===== src/rtl/cpu_pkg.sv =====
// Shared types and defaults for the 16-bit pipelined CPU front end.
// Holds the fetch FSM state encoding, the PC-select encoding used by the
// PC register, and the reset/NOP defaults the fetch stage is built with.
package cpu_pkg;

  localparam int unsigned CPU_WIDTH = 16;

  localparam logic [CPU_WIDTH-1:0] RESET_PC_DEFAULT  = 16'h0000;
  localparam logic [CPU_WIDTH-1:0] NOP_INSTR_DEFAULT = 16'h0000;
  localparam int unsigned          PC_STEP_DEFAULT   = 1;

  // Fetch sequencing: IDLE for one cycle after reset, REQ while a read may be
  // issued, WAIT for a live response, FLUSH_WAIT for a response to be dropped.
  typedef enum logic [1:0] {
    IDLE       = 2'd0,
    REQ        = 2'd1,
    WAIT       = 2'd2,
    FLUSH_WAIT = 2'd3
  } fetch_state_t;

  // Next-PC selection handed from the FSM to the PC register.
  typedef enum logic [1:0] {
    PC_HOLD     = 2'd0,
    PC_REDIRECT = 2'd1,
    PC_INCR     = 2'd2
  } pc_sel_t;

  // The one-entry output buffer can take a new word when it is empty or when
  // its current word is being consumed this cycle.
  function automatic logic buffer_free(input logic valid, input logic stall);
    return !valid || !stall;
  endfunction

endpackage


===== src/rtl/fetch_pc_reg.sv =====
// Program counter for the fetch stage: reset value, branch redirect,
// fixed-step increment (wraps modulo 2^WIDTH) or hold.
module fetch_pc_reg
  import cpu_pkg::*;
#(
  parameter int unsigned      WIDTH    = CPU_WIDTH,
  parameter logic [WIDTH-1:0] RESET_PC = RESET_PC_DEFAULT,
  parameter int unsigned      PC_STEP  = PC_STEP_DEFAULT
) (
  input  logic             clk,
  input  logic             reset,
  input  pc_sel_t          pc_sel_i,
  input  logic [WIDTH-1:0] target_i,
  output logic [WIDTH-1:0] pc_o
);

  localparam logic [WIDTH-1:0] PC_INC = WIDTH'(PC_STEP);

  logic [WIDTH-1:0] pc_q;
  logic [WIDTH-1:0] pc_d;

  // Next-PC mux; the addition simply wraps at the top of the address space.
  always_comb begin
    pc_d = pc_q;
    case (pc_sel_i)
      PC_REDIRECT: pc_d = target_i;
      PC_INCR:     pc_d = pc_q + PC_INC;
      default:     pc_d = pc_q;
    endcase
  end

  // PC register, loaded with RESET_PC on reset.
  always_ff @(posedge clk or posedge reset) begin
    if (reset) begin
      pc_q <= RESET_PC;
    end else begin
      pc_q <= pc_d;
    end
  end

  assign pc_o = pc_q;

endmodule


===== src/rtl/instruction_fetch_stage.sv =====
// Fetch stage of the 16-bit pipelined CPU.
// Owns the PC, keeps at most one instruction-memory read outstanding and
// parks each returned word in a one-entry buffer feeding the IF/ID register.
// A taken branch redirects the PC, empties the buffer and causes any read
// still in flight to be discarded when its data returns.
// Optional build macro FETCH_PERF_CNT_EN adds perf_fetch_count (words
// consumed downstream) and perf_stall_cycles (cycles a valid word sat stalled).
module instruction_fetch_stage
  import cpu_pkg::*;
#(
  parameter int unsigned      WIDTH     = CPU_WIDTH,
  parameter logic [WIDTH-1:0] RESET_PC  = RESET_PC_DEFAULT,
  parameter int unsigned      PC_STEP   = PC_STEP_DEFAULT,
  parameter logic [WIDTH-1:0] NOP_INSTR = NOP_INSTR_DEFAULT
) (
  input  logic             clk,
  input  logic             reset,
  input  logic             stall,
  input  logic             branch_taken,
  input  logic [WIDTH-1:0] branch_target,
  output logic             imem_req,
  output logic [WIDTH-1:0] imem_addr,
  input  logic             imem_ready,
  input  logic             imem_rvalid,
  input  logic [WIDTH-1:0] imem_rdata,
  output logic [WIDTH-1:0] out_instruction,
  output logic [WIDTH-1:0] out_PC,
  output logic             out_valid
`ifdef FETCH_PERF_CNT_EN
  ,
  output logic [31:0]      perf_fetch_count,
  output logic [31:0]      perf_stall_cycles
`endif
);

  fetch_state_t     state_q;
  fetch_state_t     state_d;
  pc_sel_t          pc_sel;
  logic [WIDTH-1:0] pc;
  logic             load;
  logic             consume;

  logic             out_valid_q;
  logic             out_valid_d;
  logic [WIDTH-1:0] out_instr_q;
  logic [WIDTH-1:0] out_instr_d;
  logic [WIDTH-1:0] out_pc_q;
  logic [WIDTH-1:0] out_pc_d;

  fetch_pc_reg #(
    .WIDTH    (WIDTH),
    .RESET_PC (RESET_PC),
    .PC_STEP  (PC_STEP)
  ) u_pc_reg (
    .clk      (clk),
    .reset    (reset),
    .pc_sel_i (pc_sel),
    .target_i (branch_target),
    .pc_o     (pc)
  );

  assign imem_addr = pc;
  assign consume   = out_valid_q && !stall;

  // Fetch FSM: request issue, response capture and branch flush handling.
  always_comb begin
    state_d  = state_q;
    imem_req = 1'b0;
    pc_sel   = PC_HOLD;
    load     = 1'b0;

    case (state_q)
      IDLE: begin
        // Any response still arriving from before reset is ignored here.
        state_d = REQ;
      end
      REQ: begin
        imem_req = buffer_free(out_valid_q, stall);
        if (imem_req && imem_ready) begin
          state_d = WAIT;
        end
      end
      WAIT: begin
        if (imem_rvalid) begin
          state_d = REQ;
          load    = 1'b1;
          pc_sel  = PC_INCR;
        end
      end
      FLUSH_WAIT: begin
        if (imem_rvalid) begin
          state_d = REQ;
        end
      end
      default: begin
        state_d = IDLE;
      end
    endcase

    // A redirect overrides everything above. A read that is outstanding, or
    // that is being accepted right now, must have its data thrown away.
    if (branch_taken) begin
      pc_sel = PC_REDIRECT;
      load   = 1'b0;
      if (state_q == WAIT || state_q == FLUSH_WAIT) begin
        state_d = imem_rvalid ? REQ : FLUSH_WAIT;
      end else if (state_q == REQ && imem_req && imem_ready) begin
        state_d = FLUSH_WAIT;
      end else begin
        state_d = REQ;
      end
    end
  end

  // FSM state register.
  always_ff @(posedge clk or posedge reset) begin
    if (reset) begin
      state_q <= IDLE;
    end else begin
      state_q <= state_d;
    end
  end

  // Output buffer next state: flush beats load, load beats consume.
  always_comb begin
    out_valid_d = out_valid_q;
    out_instr_d = out_instr_q;
    out_pc_d    = out_pc_q;
    if (branch_taken) begin
      out_valid_d = 1'b0;
      out_instr_d = NOP_INSTR;
    end else if (load) begin
      out_valid_d = 1'b1;
      out_instr_d = imem_rdata;
      out_pc_d    = pc;
    end else if (consume) begin
      out_valid_d = 1'b0;
    end
  end

  // Output buffer registers.
  always_ff @(posedge clk or posedge reset) begin
    if (reset) begin
      out_valid_q <= 1'b0;
      out_instr_q <= NOP_INSTR;
      out_pc_q    <= '0;
    end else begin
      out_valid_q <= out_valid_d;
      out_instr_q <= out_instr_d;
      out_pc_q    <= out_pc_d;
    end
  end

  // Downstream never sees a stale word: an empty buffer presents a NOP.
  assign out_instruction = out_valid_q ? out_instr_q : NOP_INSTR;
  assign out_PC          = out_pc_q;
  assign out_valid       = out_valid_q;

`ifdef FETCH_PERF_CNT_EN
  logic [31:0] fetch_cnt_q;
  logic [31:0] stall_cnt_q;

  // Performance counters; a flushing cycle is neither a consume nor a stall.
  always_ff @(posedge clk or posedge reset) begin
    if (reset) begin
      fetch_cnt_q <= 32'd0;
      stall_cnt_q <= 32'd0;
    end else begin
      if (consume && !branch_taken) begin
        fetch_cnt_q <= fetch_cnt_q + 32'd1;
      end
      if (stall && out_valid_q && !branch_taken) begin
        stall_cnt_q <= stall_cnt_q + 32'd1;
      end
    end
  end

  assign perf_fetch_count  = fetch_cnt_q;
  assign perf_stall_cycles = stall_cnt_q;
`endif

endmodule


===== config.mk =====
export PLATFORM = sky130hd
export DESIGN_NAME = instruction_fetch_stage
export DESIGN_NICKNAME = d
export VERILOG_FILES = /design/src/rtl/cpu_pkg.sv /design/src/rtl/fetch_pc_reg.sv /design/src/rtl/instruction_fetch_stage.sv
export SDC_FILE = /design/constraint.sdc
export NUM_CORES = 1
export LEC_CHECK = 0
export BUFFER_PORTS_ARGS = -buffer_cell sky130_fd_sc_hd__buf_2
export CAP_MARGIN = 0
export CORE_MARGIN = 4
export CORE_UTILIZATION = 40
export CTS_CLUSTER_DIAMETER = 30
export DETAILED_ROUTE_END_ITERATION = 10
export PLACE_DENSITY = 0.75
export SLEW_MARGIN = 20
export SYNTH_ARGS = -nofsm -noshare
export SYNTH_HDL_FRONTEND = slang
export SYNTH_SLANG_ARGS = --single-unit

===== constraint.sdc =====
create_clock -name clk -period 1.6 [get_ports clk]
set_input_delay 0.24 -clock clk [delete_from_list [all_inputs] [get_ports clk]]
set_output_delay 0.24 -clock clk [all_outputs]
set_load 0.05 [all_outputs]

==> results.py <==
metrics = {
    "sta": {
        "worstMarginPinSlew_ps": 442,
        "rsz0062_at_grt": "yes",
        "fin_skew_ps": 9.33,
        "finalHoldViolCount": 0,
        "max-slew-margin-rel": 0.705,
        "setup_slack_ps": 51.4,
        "post-route-period-util": 0.968,
        "finalSetupViolCount": 0,
        "drv_slew": 0,
        "timing.fmax_mhz": 646,
        "layout_min_cycle_time_ps": 1550,
    },
    "final_layout": {
        "fin_nets": 375,
        "drive_above_1_share": 0.442,
        "diodes": 0,
        "seq_area_um2": 1290,
        "multi_input_area_um2": 1050,
        "areaGrowthSynthToFinish_pct": 32.2,
        "fillCellCount": 509,
        "fin_cells": 409,
    },
    "synthesis": {
        "netlist_top_cells_count": "51 x dfrtp_1, 49 x nand2_1, 17 x a21oi_1",
        "postSynth.asyncResetShare": 1.00,
        "synth.most_common_cell": "dfrtp_1",
        "ys_warn_count": 0,
        "yosysSeqAreaShare": 0.539,
        "postSynthAreaPerCell_um2": 10.1,
        "yosysTopAreaCellShare": 0.539,
        "syn-num-nets": 274,
        "synthTopCellsByArea": "dfrtp_1 54%, nand2_1 7.8%, mux2_2 7.6%, and2_1 4.2%, a21oi_1 3.6%",
        "yosysTopAreaCell": "dfrtp_1",
        "synth-main-ff-cell": "dfrtp_1",
        "syn_inst": 235,
        "ys_ff_latch": 51,
        "yosys.cell_types.count": 34,
        "synth.cell_area_um2": 2370,
        "synth-edff-count": 0,
    },
    "worst_setup_path": {
        "critPathRequiredTime_ps": 1820,
        "critPathMaxFanout": 5,
        "cp-start-kind": "register",
        "criticalPathCategory": "reg -> reg",
        "crit_arrival_ps": 1770,
        "crit_path_end_kind": "register",
    },
    "floorplanning": {
        "num_io_pins": 88,
        "die_y_um": 85.0,
        "core-area_um2": 5610,
        "die_x_um": 85.0,
        "start_util": 0.422,
        "dieArea_um2": 7220,
        "placementRows": 27,
    },
    "place": {
        "dpl.hpwl_mm": 4.37,
        "dp_cells": 393,
        "routabilityCongestion": 0.840,
        "portBuffers": 87,
        "dp_slack_ps": 54.8,
    },
    "clocking": {
        "numCtsBuffers": 5,
        "clk_latency_ps": 300,
        "clk_pin_slew_worst_paths_ps": 80,
        "clock-sinks": 51,
        "cts_tree": "yes",
        "cts_root_buf": "clkbuf_8",
        "htree_num_levels": 2,
        "clockBufferDepth": 2,
    },
    "route": {
        "detail-route-antenna-nets": 0,
        "drc_errors": 0,
        "wl_mm": 6.04,
        "num_vias": 2067,
        "drt-initial-drc-count": 107,
        "avgRoutedWirePerCell_um": 14.8,
        "via_per_inst": 5.05,
        "first_pass_iters": 4,
    },
    "grt": {
        "grt.busiest_layer": "met2",
        "grt_pass1_wl_mm": 9.83,
        "gr-usage-met3": 0.0359,
        "gr-usage-met1": 0.226,
        "track_usage": 0.169,
        "grtUsageMet2": 0.268,
        "grt_remaining_overflow": 0,
        "antenna_found_initial": 0,
        "grt_max_degree": 36,
        "grt_pass1_vias": 2054,
    },
    "min_path": {
        "hold_path_class": "in -> reg",
    },
    "power": {
        "leakagePower_nw": 1.50,
        "irDropWorstVdd_v": 0.000696,
        "powerDensity_nw_per_um2": 1160,
    },
    "run": {
        "drv_cap": 0,
    },
    "run_status": {
        "outcome": "complete, no violations",
    },
}
[state kept, by name (all words and copies together), names as in the netlist]
| signal | count |
|---|---|
| out_valid | 1 |
| u_pc_reg.pc_o | 16 |
| state_q | 2 |
| out_instr_q | 16 |
| out_PC | 16 |
[cell families (layout without fill, tap and decap cells)]
logic type | Yosys count | count (layout) | synth area share
buffers and inverters | 17 | 119 | 0.0296
and+or+nand+nor | 100 | 100 | 0.216
adders and majority gates | 1 | 1 | 0.00528
muxes | 18 | 18 | 0.0845
AOI/OAI and AO/OA | 37 | 37 | 0.0856
DFF | 51 | 51 | 0.539
xor gates and xnor gates | 11 | 11 | 0.0407
[where the power goes]
| part | switching (mW) | internal [mW] | leakage [nW] | total, mW |
|---|---|---|---|---|
| logic | 0.944 | 0.364 | 0.818 | 1.31 |
| registers | 0.141 | 1.49 | 0.643 | 1.63 |
| clock network | 0.390 | 0.311 | 0.0395 | 0.702 |
| total | 1.48 | 2.17 | 1.50 | 3.64 |
[layer usage]
metal / share of wire / up-vias
met5: 0 / -
met4: 0.021 / 0
met3: 0.049 / 10
met2: 0.50 / 48
met1: 0.43 / 1006
li1: - / 1003
[per-stage QoR]
step	util	power (mW)	hold slack (ps)	area [um^2]	setup TNS, ps
after floorplan	-	2.62	336	2410	-268
after global placement	0.530	2.94	276	2970	0
after detailed placement	0.530	2.97	273	2970	0
after CTS	0.547	3.68	139	3070	0
after global routing	0.558	3.83	149	3130	-167
final	0.558	3.64	142	3130	0
[repair_timing]
item | 4_1_cts | 5_1_grt
hold buffers | 1 | 0
pin swaps | 0 | 3
resized for setup | 1 | 2
setup endpoints to repair | 1 | 5
endpoints found under the hold margin | 19 | 0
setup buffers | 0 | 7
[final cells by class]
type / instances / area share
Timing Repair Buffer: 106 / 0.190
Inverter: 5 / 0.00599
Sequential cell: 51 / 0.413
Clock buffer: 8 / 0.0256
Tap cell: 72 / 0.0288
Multi-Input combinational cell: 167 / 0.337
[path summary, 6_finish.rpt]
check | end | depth (start not counted) | from | slack, ps
max in group asynchronous | u_pc_reg.pc_o[1]$_DFFE_PP0P_ | 4 | reset | 570
setup / recovery | u_pc_reg.pc_o[12]$_DFFE_PP0P_ | 5 | u_pc_reg.pc_o[1]$_DFFE_PP0P_ | 50
min in group asynchronous | out_instr_q[13]$_DFFE_PP0P_ | 3 | reset | 490
hold reg to reg | out_PC[6]$_DFFE_PP0P_ | 1 | out_PC[6]$_DFFE_PP0P_ | 510
setup reg to reg | u_pc_reg.pc_o[12]$_DFFE_PP0P_ | 5 | u_pc_reg.pc_o[1]$_DFFE_PP0P_ | 50
hold / removal | u_pc_reg.pc_o[10]$_DFFE_PP0P_ | 3 | branch_target[10] | 140
[cells in the final DEF (no fill, tap or decap)]
cell	instances
buf_2	86
nand2_1	49
dfrtp_1	38
buf_4	18
a21oi_1	17
mux2_2	16
and2_1	16
o21ai_0	14
dfrtp_2	13
xnor2_1	8
nand4_1	6
clkbuf_8	5
nand3_1	4
nor3_1	4
inv_1	4
nor2_1	4
or3_1	3
xor2_1	3
nor4_2	3
clkbuf_1	3
nor4_1	2
mux2i_1	2
a31oi_1	2
and3b_1	1
nand3b_4	1
nor2b_1	1
nand4_2	1
a22oi_1	1
nor2_2	1
and3_2	1
a21o_1	1
inv_2	1
nand4b_1	1
nor3b_1	1
a221o_1	1
a21bo_2	1
nand3b_1	1
ha_4	1
dlygate4sd3_1	1
buf_12	1
[critical path: stages, from the launching register on]
cell	delay, ps
dfrtp_2	390
ha_4	160
nand4_1	100
or3_1	390
or3_1	300
a31oi_1	140
Power figures use the tool's default switching activity.
